$ cat src/rtl/apb_mem_arbiter_pkg.sv
// Shared types and helpers for the IMEM/DMEM APB arbiter.
package apb_mem_arbiter_pkg;

  localparam int unsigned STRB_W = 4;
  localparam int unsigned CNT_W  = 4;

  typedef enum logic [1:0] {
    ST_IDLE   = 2'd0,
    ST_SETUP  = 2'd1,
    ST_ACCESS = 2'd2
  } arb_state_e;

  typedef enum logic [1:0] {
    GNT_NONE = 2'd0,
    GNT_IMEM = 2'd1,
    GNT_DMEM = 2'd2
  } arb_gnt_e;

  function automatic logic [CNT_W-1:0] sat_inc(input logic [CNT_W-1:0] cnt,
                                               input logic [CNT_W-1:0] max);
    return (cnt >= max) ? max : cnt + 1'b1;
  endfunction

endpackage

$ cat src/rtl/apb_mem_arbiter_if.sv
// APB bus bundle; master drives the request side, slave drives the response side.
interface apb_if
  import apb_mem_arbiter_pkg::*;
#(
  parameter int unsigned ADDR_W = 32,
  parameter int unsigned DAT_W  = 32
);

  logic              psel;
  logic              penable;
  logic              pwrite;
  logic [ADDR_W-1:0] paddr;
  logic [DAT_W-1:0]  pwdata;
  logic [STRB_W-1:0] pstrb;
  logic [DAT_W-1:0]  prdata;
  logic              pready;
  logic              pslverr;

  modport master (
    output psel, penable, pwrite, paddr, pwdata, pstrb,
    input  prdata, pready, pslverr
  );

  modport slave (
    input  psel, penable, pwrite, paddr, pwdata, pstrb,
    output prdata, pready, pslverr
  );

endinterface

$ cat src/rtl/apb_mem_arbiter_prio_sbm.sv
// Winner selection with a starvation counter that bounds consecutive DMEM grants.
module apb_arb_prio_sbm
  import apb_mem_arbiter_pkg::*;
#(
  parameter int unsigned DMEM_MAX_CONSEC = 4
)(
  input  logic     clk,
  input  logic     rst_n,
  input  logic     idle_i,
  input  logic     imem_req_i,
  input  logic     dmem_req_i,
  input  logic     grant_take_i,
  output arb_gnt_e winner_o
);

  localparam logic [CNT_W-1:0] MAX_C = CNT_W'(DMEM_MAX_CONSEC);

  logic [CNT_W-1:0] starve_cnt_q, starve_cnt_d;

  always_comb begin
    winner_o = GNT_NONE;
    if (imem_req_i && dmem_req_i) begin
      winner_o = (starve_cnt_q == MAX_C) ? GNT_IMEM : GNT_DMEM;
    end else if (dmem_req_i) begin
      winner_o = GNT_DMEM;
    end else if (imem_req_i) begin
      winner_o = GNT_IMEM;
    end
  end

  // Only idle cycles touch the counter; it holds across a transfer.
  always_comb begin
    starve_cnt_d = starve_cnt_q;
    if (idle_i) begin
      if (!imem_req_i) begin
        starve_cnt_d = '0;
      end else if (grant_take_i) begin
        if (winner_o == GNT_IMEM) begin
          starve_cnt_d = '0;
        end else if (winner_o == GNT_DMEM) begin
          starve_cnt_d = sat_inc(starve_cnt_q, MAX_C);
        end
      end
    end
  end

  always_ff @(posedge clk or negedge rst_n) begin
    if (!rst_n) begin
      starve_cnt_q <= '0;
    end else begin
      starve_cnt_q <= starve_cnt_d;
    end
  end

endmodule

$ cat src/rtl/apb_mem_arbiter.sv
// Shares one memory APB slave between fetch (IMEM) and load/store (DMEM) masters.
module apb_mem_arbiter
  import apb_mem_arbiter_pkg::*;
#(
  parameter int unsigned ADDR_W          = 32,
  parameter int unsigned DAT_W           = 32,
  parameter int unsigned DMEM_MAX_CONSEC = 4
)(
  input  logic     clk,
  input  logic     rst_n,
  apb_if.slave     imem_apb,
  apb_if.slave     dmem_apb,
  apb_if.master    mem_apb,
  output arb_gnt_e gnt_o,
  output logic     busy_o
);

  arb_state_e state_q, state_d;
  arb_gnt_e   gnt_q, gnt_d, winner;
  logic       psel_q, psel_d;
  logic       penable_q, penable_d;
  logic       idle, grant_take;
  logic       unused_penable;

  assign idle           = (state_q == ST_IDLE);
  assign grant_take     = idle && (imem_apb.psel || dmem_apb.psel);
  assign unused_penable = imem_apb.penable | dmem_apb.penable;

  apb_arb_prio_sbm #(
    .DMEM_MAX_CONSEC (DMEM_MAX_CONSEC)
  ) u_prio (
    .clk          (clk),
    .rst_n        (rst_n),
    .idle_i       (idle),
    .imem_req_i   (imem_apb.psel),
    .dmem_req_i   (dmem_apb.psel),
    .grant_take_i (grant_take),
    .winner_o     (winner)
  );

  always_comb begin
    state_d = state_q;
    gnt_d   = gnt_q;
    unique case (state_q)
      ST_IDLE: begin
        if (grant_take) begin
          state_d = ST_SETUP;
          gnt_d   = winner;
        end else begin
          gnt_d = GNT_NONE;
        end
      end
      ST_SETUP: state_d = ST_ACCESS;
      ST_ACCESS: begin
        if (mem_apb.pready) begin
          state_d = ST_IDLE;
          gnt_d   = GNT_NONE;
        end
      end
      default: begin
        state_d = ST_IDLE;
        gnt_d   = GNT_NONE;
      end
    endcase
    psel_d    = (state_d != ST_IDLE);
    penable_d = (state_d == ST_ACCESS);
  end

  always_ff @(posedge clk or negedge rst_n) begin
    if (!rst_n) begin
      state_q   <= ST_IDLE;
      gnt_q     <= GNT_NONE;
      psel_q    <= 1'b0;
      penable_q <= 1'b0;
    end else begin
      state_q   <= state_d;
      gnt_q     <= gnt_d;
      psel_q    <= psel_d;
      penable_q <= penable_d;
    end
  end

  assign gnt_o  = gnt_q;
  assign busy_o = psel_q;

  always_comb begin
    mem_apb.psel    = psel_q;
    mem_apb.penable = penable_q;
    mem_apb.pwrite  = 1'b0;
    mem_apb.paddr   = '0;
    mem_apb.pwdata  = '0;
    mem_apb.pstrb   = '0;
    if (gnt_q == GNT_IMEM) begin
      mem_apb.pwrite = imem_apb.pwrite;
      mem_apb.paddr  = imem_apb.paddr;
      mem_apb.pwdata = imem_apb.pwdata;
      mem_apb.pstrb  = imem_apb.pstrb;
    end else if (gnt_q == GNT_DMEM) begin
      mem_apb.pwrite = dmem_apb.pwrite;
      mem_apb.paddr  = dmem_apb.paddr;
      mem_apb.pwdata = dmem_apb.pwdata;
      mem_apb.pstrb  = dmem_apb.pstrb;
    end
  end

  always_comb begin
    imem_apb.pready  = 1'b0;
    imem_apb.prdata  = '0;
    imem_apb.pslverr = 1'b0;
    dmem_apb.pready  = 1'b0;
    dmem_apb.prdata  = '0;
    dmem_apb.pslverr = 1'b0;
    if (gnt_q == GNT_IMEM) begin
      imem_apb.pready  = penable_q & mem_apb.pready;
      imem_apb.prdata  = mem_apb.prdata;
      imem_apb.pslverr = mem_apb.pslverr;
    end else if (gnt_q == GNT_DMEM) begin
      dmem_apb.pready  = penable_q & mem_apb.pready;
      dmem_apb.prdata  = mem_apb.prdata;
      dmem_apb.pslverr = mem_apb.pslverr;
    end
  end

  a_psel_fall: assert property (@(posedge clk) disable iff (!rst_n)
    $fell(mem_apb.psel) |-> $past(mem_apb.pready));

  a_gnt_stable: assert property (@(posedge clk) disable iff (!rst_n)
    (busy_o && $past(busy_o)) |-> $stable(gnt_o));

  a_access_stable: assert property (@(posedge clk) disable iff (!rst_n)
    penable_q |-> ($stable(mem_apb.paddr) && $stable(mem_apb.pwdata) &&
                   $stable(mem_apb.pwrite) && $stable(mem_apb.pstrb)));

  a_imem_hold: assert property (@(posedge clk) disable iff (!rst_n)
    (psel_q && gnt_q == GNT_IMEM) |-> imem_apb.psel);

  a_dmem_hold: assert property (@(posedge clk) disable iff (!rst_n)
    (psel_q && gnt_q == GNT_DMEM) |-> dmem_apb.psel);

endmodule
$ cat src/flat_wrapper.sv
// flat-port wrapper written by rule: the top's interface ports become plain ports
module apb_mem_arbiter_flat import apb_mem_arbiter_pkg::*;
#(
  parameter int unsigned ADDR_W          = 32,
  parameter int unsigned DAT_W           = 32,
  parameter int unsigned DMEM_MAX_CONSEC = 4
)
  (clk, rst_n, gnt_o, busy_o, imem_apb_psel, imem_apb_penable, imem_apb_pwrite, imem_apb_paddr, imem_apb_pwdata, imem_apb_pstrb, imem_apb_prdata, imem_apb_pready, imem_apb_pslverr, dmem_apb_psel, dmem_apb_penable, dmem_apb_pwrite, dmem_apb_paddr, dmem_apb_pwdata, dmem_apb_pstrb, dmem_apb_prdata, dmem_apb_pready, dmem_apb_pslverr, mem_apb_psel, mem_apb_penable, mem_apb_pwrite, mem_apb_paddr, mem_apb_pwdata, mem_apb_pstrb, mem_apb_prdata, mem_apb_pready, mem_apb_pslverr);
  apb_if #(.ADDR_W(ADDR_W), .DAT_W(DAT_W)) imem_apb_i ();
  apb_if #(.ADDR_W(ADDR_W), .DAT_W(DAT_W)) dmem_apb_i ();
  apb_if #(.ADDR_W(ADDR_W), .DAT_W(DAT_W)) mem_apb_i ();
  input  logic clk;
  input  logic rst_n;
  output arb_gnt_e gnt_o;
  output logic busy_o;
  input wire logic [$bits(imem_apb_i.psel)-1:0] imem_apb_psel;
  input wire logic [$bits(imem_apb_i.penable)-1:0] imem_apb_penable;
  input wire logic [$bits(imem_apb_i.pwrite)-1:0] imem_apb_pwrite;
  input wire logic [$bits(imem_apb_i.paddr)-1:0] imem_apb_paddr;
  input wire logic [$bits(imem_apb_i.pwdata)-1:0] imem_apb_pwdata;
  input wire logic [$bits(imem_apb_i.pstrb)-1:0] imem_apb_pstrb;
  output wire logic [$bits(imem_apb_i.prdata)-1:0] imem_apb_prdata;
  output wire logic [$bits(imem_apb_i.pready)-1:0] imem_apb_pready;
  output wire logic [$bits(imem_apb_i.pslverr)-1:0] imem_apb_pslverr;
  input wire logic [$bits(dmem_apb_i.psel)-1:0] dmem_apb_psel;
  input wire logic [$bits(dmem_apb_i.penable)-1:0] dmem_apb_penable;
  input wire logic [$bits(dmem_apb_i.pwrite)-1:0] dmem_apb_pwrite;
  input wire logic [$bits(dmem_apb_i.paddr)-1:0] dmem_apb_paddr;
  input wire logic [$bits(dmem_apb_i.pwdata)-1:0] dmem_apb_pwdata;
  input wire logic [$bits(dmem_apb_i.pstrb)-1:0] dmem_apb_pstrb;
  output wire logic [$bits(dmem_apb_i.prdata)-1:0] dmem_apb_prdata;
  output wire logic [$bits(dmem_apb_i.pready)-1:0] dmem_apb_pready;
  output wire logic [$bits(dmem_apb_i.pslverr)-1:0] dmem_apb_pslverr;
  output wire logic [$bits(mem_apb_i.psel)-1:0] mem_apb_psel;
  output wire logic [$bits(mem_apb_i.penable)-1:0] mem_apb_penable;
  output wire logic [$bits(mem_apb_i.pwrite)-1:0] mem_apb_pwrite;
  output wire logic [$bits(mem_apb_i.paddr)-1:0] mem_apb_paddr;
  output wire logic [$bits(mem_apb_i.pwdata)-1:0] mem_apb_pwdata;
  output wire logic [$bits(mem_apb_i.pstrb)-1:0] mem_apb_pstrb;
  input wire logic [$bits(mem_apb_i.prdata)-1:0] mem_apb_prdata;
  input wire logic [$bits(mem_apb_i.pready)-1:0] mem_apb_pready;
  input wire logic [$bits(mem_apb_i.pslverr)-1:0] mem_apb_pslverr;
  assign imem_apb_i.psel = imem_apb_psel;
  assign imem_apb_i.penable = imem_apb_penable;
  assign imem_apb_i.pwrite = imem_apb_pwrite;
  assign imem_apb_i.paddr = imem_apb_paddr;
  assign imem_apb_i.pwdata = imem_apb_pwdata;
  assign imem_apb_i.pstrb = imem_apb_pstrb;
  assign imem_apb_prdata = imem_apb_i.prdata;
  assign imem_apb_pready = imem_apb_i.pready;
  assign imem_apb_pslverr = imem_apb_i.pslverr;
  assign dmem_apb_i.psel = dmem_apb_psel;
  assign dmem_apb_i.penable = dmem_apb_penable;
  assign dmem_apb_i.pwrite = dmem_apb_pwrite;
  assign dmem_apb_i.paddr = dmem_apb_paddr;
  assign dmem_apb_i.pwdata = dmem_apb_pwdata;
  assign dmem_apb_i.pstrb = dmem_apb_pstrb;
  assign dmem_apb_prdata = dmem_apb_i.prdata;
  assign dmem_apb_pready = dmem_apb_i.pready;
  assign dmem_apb_pslverr = dmem_apb_i.pslverr;
  assign mem_apb_psel = mem_apb_i.psel;
  assign mem_apb_penable = mem_apb_i.penable;
  assign mem_apb_pwrite = mem_apb_i.pwrite;
  assign mem_apb_paddr = mem_apb_i.paddr;
  assign mem_apb_pwdata = mem_apb_i.pwdata;
  assign mem_apb_pstrb = mem_apb_i.pstrb;
  assign mem_apb_i.prdata = mem_apb_prdata;
  assign mem_apb_i.pready = mem_apb_pready;
  assign mem_apb_i.pslverr = mem_apb_pslverr;
  apb_mem_arbiter #(.ADDR_W(ADDR_W), .DAT_W(DAT_W), .DMEM_MAX_CONSEC(DMEM_MAX_CONSEC)) u_core (.clk(clk), .rst_n(rst_n), .imem_apb(imem_apb_i), .dmem_apb(dmem_apb_i), .mem_apb(mem_apb_i), .gnt_o(gnt_o), .busy_o(busy_o));
endmodule
$ cat config.mk
export PLATFORM = sky130hd
export DESIGN_NAME = apb_mem_arbiter_flat
export DESIGN_NICKNAME = d
export VERILOG_FILES = /design/src/rtl/apb_mem_arbiter_pkg.sv /design/src/rtl/apb_mem_arbiter_if.sv /design/src/rtl/apb_mem_arbiter_prio_sbm.sv /design/src/rtl/apb_mem_arbiter.sv /design/src/flat_wrapper.sv
export SDC_FILE = /design/constraint.sdc
export NUM_CORES = 1
export LEC_CHECK = 0
export CAP_MARGIN = 20
export CORE_AREA = 2 2 126 128
export CTS_BUF_LIST = sky130_fd_sc_hd__clkbuf_4
export DETAILED_ROUTE_END_ITERATION = 10
export DIE_AREA = 0 0 128 130
export PLACE_DENSITY = 0.52
export SYNTH_ARGS = -nofsm -noshare
export SYNTH_HDL_FRONTEND = slang
export SYNTH_SLANG_ARGS = --single-unit
$ cat constraint.sdc
create_clock -name clk -period 1.85 [get_ports clk]
set_clock_uncertainty 0.15 [all_clocks]
set_input_delay 0.4625 -clock clk [delete_from_list [all_inputs] [get_ports clk]]
set_output_delay 0.4625 -clock clk [all_outputs]
set_load 0.01 [all_outputs]
# Yosys cells after proc, flatten, opt, wreduce, memory -nomap -nowiden
# Cells that the tools add are included.
# Widths: inputs -> output; s select.
[word_totals]
ff_bits = 10
in_bits = 178
out_inout_bits = 142
wordCells = 59
[classes]
add_sub_neg = 1
order_cmp = 1
eq_ne = 11
mux = 32
n_bitwise = 2
reduce_logical = 7
[ops]
columns = ["cell", "n"]
rows = [
  ["$mux 32", 7],
  ["$mux 4", 7],
  ["$mux 2", 7],
  ["$pmux 2 s3", 2],
  ["$mux 1", 9],
  ["$eq 2x2->1 const B", 4],
  ["$eq 2x1->1 const B", 3],
  ["$add 4x1->4 const B", 1],
  ["$eq 4x3->1 const B", 1],
  ["$ge 4x3->1 const B", 1],
  ["$ne 3x1->1 const B", 1],
  ["$reduce_and 3->1", 1],
  ["$logic_and 1x1->1", 2],
  ["$logic_not 2->1", 1],
  ["$ne 2x1->1 const B", 1],
  ["$ne 2x2->1 const B", 1],
  ["$reduce_and 2->1", 1],
  ["$reduce_bool 2->1", 1],
  ["$and 1x1->1", 1],
  ["$logic_or 1x1->1", 1],
  ["$not 1->1", 1],
]

# Depth between registers and ports, before layout
# Gate-level depths: netlist of the first run.
[logic_depth]
ltp_word = 8
depth_mapped = 5
mapped_depth_nobuf = 5

# Modules after synthesis
# From an unflattened synthesis of the first run, not the netlist that was laid out.
[hier_totals]
cells_unflattened = 201
area_unflattened_um2 = 1696.6
[by_module_without_submodules]
columns = ["mod", "n_inst", "cells_each", "area_each_um2", "seq_area_each_um2"]
rows = [
  ["apb_mem_arbiter", 1, 177, 1447.6, 150.1],
  ["apb_arb_prio_sbm", 1, 24, 249.0, 100.1],
]

# Worst setup path after synthesis of the first run
# Ideal clock, no wire load.
[synth_path]
path_kind = "reg-to-output"
start = "register u_core.gnt_q[1] (netlist: u_core.gnt_o[1])"
end = "output mem_apb_paddr[0]"
arrival_ps = 1111
required_ps = 1237
setup_slack_ps = 127
stages_incl_launch_ff = 5
cell_sequence = "dfrtp_1 -> and2b_4 -> buf_6 -> buf_6 -> a22o_1"
[synth_via]
elab_chain_cells = 3
elab_cells_between_ends = 4
cone_classes = "eq/ne: 2; mux: 2"
[synth_rtl]
columns = ["element", "line", "text"]
rows = [
  ["from (decl)", "apb_mem_arbiter.sv:19", "arb_gnt_e gnt_q, gnt_d, winner;"],
  ["from (signal assigned)", "apb_mem_arbiter.sv:77", "gnt_q <= gnt_d;"],
  ["$eq 2x2->1", "apb_mem_arbiter.sv:98", "end else if (gnt_q == GNT_DMEM) begin"],
  ["$mux 32", "apb_mem_arbiter.sv:98", ""],
  ["$mux 32 (*)", "apb_mem_arbiter.sv:93", "if (gnt_q == GNT_IMEM) begin"],
  ["to (decl)", "flat_wrapper.sv:37", "output wire logic [$bits(mem_apb_i.paddr)-1:0] mem_apb_paddr;"],
]
# Every way passes the cells marked *; elsewhere a longest branch is shown, timed or not.

# Worst setup path after layout of the first run
[layout_path]
start = "register u_core.gnt_q[0] (netlist: u_core.gnt_o[0])"
end = "output mem_apb_paddr[21]"
# Same word-level chain as after synthesis.

==> summary.md, run 1 <==
| Metric | Value |
|---|---|
| WP data required | `1.24 ns` |
| DR WL met3 | `1.378 mm` |
| Drt pass-1 iters | `4` |
| Die X | `128 um` |
| Slew Limit Fails | `0` |
| Die ar. | `approximately 17000 um^2` |
| Antenna diodes | `0` |
| Clock root buffer | `clkbuf_4` |
| Failing checks | `negative setup slack` |
| Net Count, Synth | `377` |
| Power per cell area | `1227 nW/um^2` |
| RSZ-0062 raised after global routing | `true` |
| Post-route ant nets | `0` |
| Rel. slew slack | `70.32%` |
| # IOs | `320` |
| Top Metal Used | `met4` |
| Status | `finished with violations` |
| Min cycle time layout | `roughly 2.4 ns` |
| Routed WL | `~16 mm` |
| Gate Count Post-Synth | `197` |
| Area share of the largest cell type after synthesis | `36.56%` |
| Startpoint Class | `flip-flop` |
| Fin crit share | `129.8%` |
| Hold-fix buffers at CTS | `0` |
| Vias post-DR | `approximately 3100` |
| Tightest Pin Transition | `0.4438 ns` |
| Most common cell after layout, fill and taps aside | `clkdlybuf4s50_1` |
| Met2 wire len | `roughly 7.3 mm` |
| Area of the multi-input gates | `roughly 1400 um^2` |
| Port Buffer Count | `317` |
| Fin nets | `756` |
| Area delta synth->final | `266.7%` |
| Synthesized area per cell | `roughly 8.4 um^2` |
| Max_cap viols | `0` |
| Gr ovfl total | `0` |
| Core area | `between 15000 and 20000 um^2` |
| DR WL/cell | `20.42 um` |
| Leading area contributor after synthesis | `a22o_1` |
| H-Tree Depth | `1` |
| Final Setup Violations | `137` |
| Sequential-to-total area share from yosys stat | `between 10% and 20%` |
| Initial Utilization | `10.72%` |
| Global-route wire length before repair | `19.02 mm` |
| Min-delay worst type | `primary input to asynchronous set/reset pin` |
| CP endpoint | `mem_apb_paddr[21]` |
| DR iter-0 viols | `90` |
| Worst-case clock buffer depth | `2` |
| M1 wire length | `6.811 mm` |
| Peak VDD IR | `about 0.6 mV` |
| Initial antenna violation count | `0` |
| Max FO, Critical Path | `6` |
| Synthesis Warnings | `0` |
| Die Span Y | `between 100 and 150 um` |
| Critical path endpoint category | `primary output` |
| Setup CP Type | `flip-flop to primary output` |
| R2R Path Start | `u_core.u_prio.starve_cnt_q[0]` |
| Register area | `251.5 um^2` |
| # rows | `46` |
| DP Wirelength | `11.00 mm` |
| Hold Violations, Final | `0` |
| Cts bufs inserted | `3` |
| Vias in the first global route | `2952` |
| Worst setup margin | `-0.5522 ns` |
| GPL Wtd Cong | `0.7952` |
| Final Instance Area | `6061 um^2` |
| Layout cells sized above 1 | `47.91%` |
| Peak Freq | `416.3 MHz` |
| Clock-pin slew on the worst setup and hold paths | `0.06 ns` |
| Yosys cell types | `27` |
| Clock latency on the worst-skew pair | `roughly 0.26 ns` |
| Mapped Area | `1653 um^2` |
| CTS Sinks | `10` |
| Leading cell types in the layout, fill and taps excluded | `175 x clkdlybuf4s50_1, 91 x buf_6, 64 x a22o_1` |
| Critical Path AT | `1.79 ns` |
| Area after DPL | `5101 um^2` |
| DR vias/cell | `4.082` |
| RR Endpoint | `u_core.gnt_o[0]` |
| Seq cells post-synth | `10` |
| Pin count of the biggest net entering global routing | `47` |
| FILL cells | `~1500` |
| Area contributors post-synth | `a22o_1 37%, and2_1 25%, dfrtp_1 15%` |
| Total global-route track usage | `around 15%` |
| CTS tree | `done` |
| Worst reg-to-reg path cell count | `5` |
| Worst Setup SP | `u_core.gnt_o[0]` |
| R2R setup slack | `0.52 ns` |
| Lkg Pwr | `2.864 nW` |
| DRC | `0` |
| Pwr Total | `0.007437 W` |
[registers in the layout, summed over array words and instances, names as in the netlist]
name                        cells
u_core.u_prio.starve_cnt_q      4
u_core.mem_apb.penable          1
u_core.gnt_o                    2
u_core.state_q                  2
u_core.busy_o                   1
[metal layers]
metal	track usage (%)	up-vias
met5	0	-
met4	1.875	0
met3	4.100	6
met2	25.64	154
met1	20.39	1470
li1	-	1497
[area by class of cell]
type,instances,area share (%)
sequential,10,4.149
clock buffer,3,0.3716
multi-input combinational,162,22.79
tap,192,3.964
timing repair buffer,397,68.60
inverter,2,0.1239
[report_power, final]
group / switching [W] / internal, W / leakage, nW
registers: 0.0000712 / 0.000302 / 0.128
clock network: 0.0000707 / 0.0000750 / 0.0138
logic: 0.00275 / 0.00417 / 2.72
total: 0.00289 / 0.00455 / 2.86
[worst min path at each step]
stage | cells after the start | to | from
floorplan | 0 | u_core.busy_o | rst_n
global placement | 1 | u_core.u_prio.starve_cnt_q[3] | u_core.u_prio.starve_cnt_q[3]
detailed placement | 1 | u_core.u_prio.starve_cnt_q[3] | u_core.u_prio.starve_cnt_q[3]
CTS | 1 | u_core.u_prio.starve_cnt_q[2] | rst_n
global route | 1 | u_core.busy_o | rst_n
finish | 1 | u_core.busy_o | rst_n
[synthesized netlist by cell type]
library cell,instances
and3_1,2
buf_6,9
o21ai_0,2
ha_1,2
and2_1,66
a32o_1,2
buf_2,10
nand2_1,1
or2_1,1
nand3_1,3
nor2_1,1
clkbuf_1,3
nand3b_1,1
mux2_2,2
or2_0,1
a21oi_1,2
nor2b_1,1
and2b_4,1
nor2b_4,1
buf_4,1
dfrtp_1,10
inv_1,2
nand4b_1,1
a22o_1,69
nor2_2,1
and4bb_1,1
o21a_1,1
[logic make-up (layout without fill, tap and decap cells)]
logic type / count (synthesis) / after routing / share of synthesized area, %
AOI/OAI and AO/OA: 76 / 76 / 39.44
muxes: 2 / 2 / 1.363
adders and majority gates: 2 / 2 / 1.514
and+or+nand+nor: 82 / 82 / 31.79
DFF: 10 / 10 / 15.14
buffers and inverters: 25 / 402 / 10.75
[worst max-delay path, stage by stage, from the launching register on]
cell and delay (ns):
dfrtp_2 0.43, and2b_4 0.21, buf_12 0.14, buf_8 0.12
buf_16 0.13, buf_6 0.13, a22o_4 0.23, buf_6 0.13
[repair_timing]
| action | in CTS | in global routing |
|---|---|---|
| setup endpoints to repair | 141 | 142 |
| pin swaps | 13 | 53 |
| gates resized for setup | 418 | 274 |
| buffers inserted | 22 | 23 |
| cloned | 9 | 10 |
[per-stage QoR]
stage / worst slack [ns] / hold slack, ns / util (%) / setup TNS (ns) / cells
2_1_floorplan: 0.1265 / 0.01691 / - / 0 / 197
3_3_place_gp: -0.4521 / 0.3791 / 33.07 / -48.63 / 705
3_5_place_dp: -0.4573 / 0.3961 / 33.07 / -49.38 / 705
4_1_cts: -0.6700 / 0.3672 / 35.29 / -59.39 / 739
5_1_grt: -0.5976 / 0.3782 / 39.29 / -57.29 / 766
6_report: -0.5522 / 0.3578 / 39.29 / -50.31 / 766
Note: power is estimated with default switching activity, not from simulation.
==> run 2: changes to the inputs <==
- REMOVE_ABC_BUFFERS: default -> 1
==> run 2 against run 1 <==
Compared with the run above: the run still ends with negative setup slack left; combinational power shrank 14%; via count shrank 3.1%; design area shrank 7.7%; sequential share of layout area grew 0.33 points; routed wire length shrank 8.9%; sequential cell count is the same; clock power is essentially flat; cell count shrank 2.9%; utilization shrank 3.0 points; sequential power shrank 2%; die area is the same; critical path type unchanged; critical endpoint is now imem_apb_prdata[15].
==> summary.md, run 2 (synthesis results as in run 1) <==
| Metric | Value |
|---|---|
| DR WL/cell | `19.14 um (was 20.42 um)` |
| DP Wirelength | `10.03 mm (was 11.00 mm)` |
| Pwr Total | `0.006435 W (was 0.007437 W)` |
| Most common cell after layout, fill and taps aside | `clkdlybuf4s50_1 (unchanged)` |
| WP data required | `1.24 ns (about the same)` |
| Peak VDD IR | `0.5167 mV (was 0.5999 mV)` |
| Max reg flops | `4 (unchanged)` |
| Gate power share | `92.0% (was 93.0%)` |
| Core area | `15420 um^2 (unchanged)` |
| Antenna diodes | `0 (unchanged)` |
| # IOs | `320 (unchanged)` |
| Critical path's most frequent cell | `buf_12 (was buf_6)` |
| Worst-case clock buffer depth | `2 (unchanged)` |
| Gr busiest metal | `met2 (unchanged)` |
| Area after DPL | `5129 um^2 (was 5101 um^2)` |
| H-Tree Depth | `1 (unchanged)` |
| Total global-route track usage | `15.47% (was 15.31%)` |
| Hold WS | `0.3798 ns (was 0.3578 ns)` |
| Startpoint Class | `flip-flop (unchanged)` |
| Final Instance Area | `5592 um^2 (was 6061 um^2)` |
| Vias post-DR | `3029 (was 3127)` |
| CP delay by family, top | `buffers and inverters (unchanged)` |
| Drt pass-1 iters | `5 (was 4)` |
| Clock root buffer | `clkbuf_4 (unchanged)` |
| Routed WL | `14.24 mm (was 15.64 mm)` |
| Initial antenna violation count | `0 (unchanged)` |
| Fin nets | `733 (was 756)` |
| Max FO, Critical Path | `6 (unchanged)` |
| DR iter-0 viols | `137 (was 90)` |
| Failing checks | `negative setup slack (unchanged)` |
| Die ar. | `16640 um^2 (unchanged)` |
| Die Span Y | `130 um (unchanged)` |
| Register area | `250.2 um^2 (was 251.5 um^2)` |
| Setup TNS | `-37.53 ns (was -50.31 ns)` |
| Min cycle time layout | `2.269 ns (was 2.402 ns)` |
| # rows | `46 (unchanged)` |
| DR vias/cell | `4.071 (was 4.082)` |
| Die X | `128 um (unchanged)` |
| Cts bufs inserted | `3 (unchanged)` |
| CTS Sinks | `10 (unchanged)` |
| Power per cell area | `1151 nW/um^2 (was 1227 nW/um^2)` |
| Slew Limit Fails | `0 (unchanged)` |
| Clock-pin slew on the worst setup and hold paths | `0.06 ns (about the same)` |
| RSZ-0062 raised after global routing | `true (unchanged)` |
| Internal | `0.003841 W (was 0.004549 W)` |
| CP Buf/Inv Count | `5 (unchanged)` |
| RR Endpoint | `u_core.gnt_o[0] (unchanged)` |
| Sw power | `0.002594 W (was 0.002887 W)` |
| Tightest Pin Transition | `0.4816 ns (was 0.4438 ns)` |
| Initial Utilization | `10.72% (unchanged)` |
| R2R Path Start | `u_core.u_prio.starve_cnt_q[0] (unchanged)` |
| Status | `finished with violations (unchanged)` |
| Peak Freq | `440.8 MHz (was 416.3 MHz)` |
| GPL Wtd Cong | `0.8272 (was 0.7952)` |
| Clock latency on the worst-skew pair | `0.26 ns (about the same)` |
| Critical path endpoint category | `primary output (unchanged)` |
| Critical path's slowest cell | `dfrtp_1 (was dfrtp_2)` |
| R2R setup slack | `0.51 ns (was 0.52 ns)` |
| Gr ovfl total | `0 (unchanged)` |
| Global-route wire length before repair | `19.50 mm (was 19.02 mm)` |
| GR Util met3 | `2.583% (was 4.100%)` |
| Max_cap viols | `0 (unchanged)` |
| Area delta synth->final | `238.3% (was 266.7%)` |
| Min-delay worst type | `primary input to asynchronous set/reset pin (unchanged)` |
| Post-route ant nets | `0 (unchanged)` |
| Met1 GRT Util | `20.19% (was 20.39%)` |
| Clock Power Share | `2.3% (was 2.0%)` |
| Critical Path AT | `1.66 ns (was 1.79 ns)` |
| Hold Violations, Final | `0 (unchanged)` |
| Worst setup margin | `-0.4186 ns (was -0.5522 ns)` |
| Port Buffer Count | `317 (unchanged)` |
| Slowest stage delay, CP | `0.42 ns (was 0.43 ns)` |
| Fin crit share | `122.6% (was 129.8%)` |
| Area of the multi-input gates | `1346 um^2 (was 1381 um^2)` |
| DRC | `0 (unchanged)` |
| Leading cell types in the layout, fill and taps excluded | `177 x clkdlybuf4s50_1, 78 x buf_6, 75 x buf_2 (was 175 x clkdlybuf4s50_1, 91 x buf_6, 64 x a22o_1)` |
| Rel. slew slack | `67.79% (was 70.32%)` |
| CP Cell Sequence | `and2b_4 -> buf_12 -> buf_12 -> buf_12 -> buf_6 -> and2_4 -> buf_6 (was and2b_4 -> buf_12 -> buf_8 -> buf_16 -> buf_6 -> a22o_4 -> buf_6)` |
| Lkg Pwr | `2.641 nW (was 2.864 nW)` |
| Layout cells sized above 1 | `44.02% (was 47.91%)` |
| Setup CP Type | `flip-flop to primary output (unchanged)` |
| M2 GR Usage | `27.18% (was 25.64%)` |
| CTS tree | `done (unchanged)` |
| Pin count of the biggest net entering global routing | `28 (was 47)` |
| Worst reg-to-reg path cell count | `5 (unchanged)` |
| Final Setup Violations | `137 (unchanged)` |
| Sequential Power Share | `5.7% (was 5.0%)` |
| Vias in the first global route | `3118 (was 2952)` |
| FILL cells | `1646 (was 1541)` |
| Sw Share | `40.31% (was 38.82%)` |
| Most flops, register | `u_core.u_prio.starve_cnt_q (unchanged)` |
run 2: worst max path at each step:
stage | start | endpoint | cells past startpoint
after global placement | dmem_apb_pwdata[15] | mem_apb_pwdata[15] | 3
after detailed placement | imem_apb_pwdata[15] | mem_apb_pwdata[15] | 3
after floorplan | u_core.gnt_o[1] | mem_apb_paddr[0] | 2
after global routing | u_core.gnt_o[1] | mem_apb_pwdata[29] | 6
after CTS | u_core.gnt_o[0] | mem_apb_paddr[9] | 5
final | u_core.gnt_o[0] | imem_apb_prdata[15] | 7
run 2: what timing repair did:
item                       CTS  global route
gates resized for setup    612           102
setup buffers               33             2
setup endpoints to repair  138           140
gates cloned                12             0
pin swaps                   45            27
hold buffers                 0             0
run 2: through the flow:
step                      std cells  setup slack, ns  utilization (%)
after floorplan                 174          -0.5891                -
after CTS                       752          -0.4955            36.61
final                           744          -0.4186            36.25
after detailed placement        704          -0.5154            33.25
after global routing            744          -0.4806            36.25
after global placement          704          -0.5292            33.25
run 2: worst reg2reg max path, cell delays in order, from the launching register on:
cell	delay, ns
dfrtp_1	0.35
inv_1	0.07
ha_1	0.22
nand3b_1	0.11
nand2_1	0.07
a32o_1	0.26
run 2: layout make-up:
| cell class | instances | area share (%) |
|---|---|---|
| clock inverter | 1 | 0.06713 |
| clock buffer | 3 | 0.4028 |
| sequential | 10 | 4.475 |
| timing repair buffer | 374 | 66.55 |
| tap | 192 | 4.296 |
| multi-input combinational | 162 | 24.08 |
| inverter | 2 | 0.1343 |
run 2: power groups by stage:
stage / clock network (W) / logic (W) / registers [W]
detailed placement: 0 / 0.00488 / 0.000373
floorplan: 0 / 0.00180 / 0.000387
finish: 0.000149 / 0.00592 / 0.000365
global placement: 0 / 0.00486 / 0.000370
global route: 0.000165 / 0.00630 / 0.000381
CTS: 0.000156 / 0.00606 / 0.000367
run 2: layer usage:
layer  share of wire [%]  wire [um]  up-vias
li1                    -          -     1446
met1                  43       6119     1418
met2                  49       7001      155
met3                 6.3        901       10
met4                 1.5        219        0
met5                   0          0        -
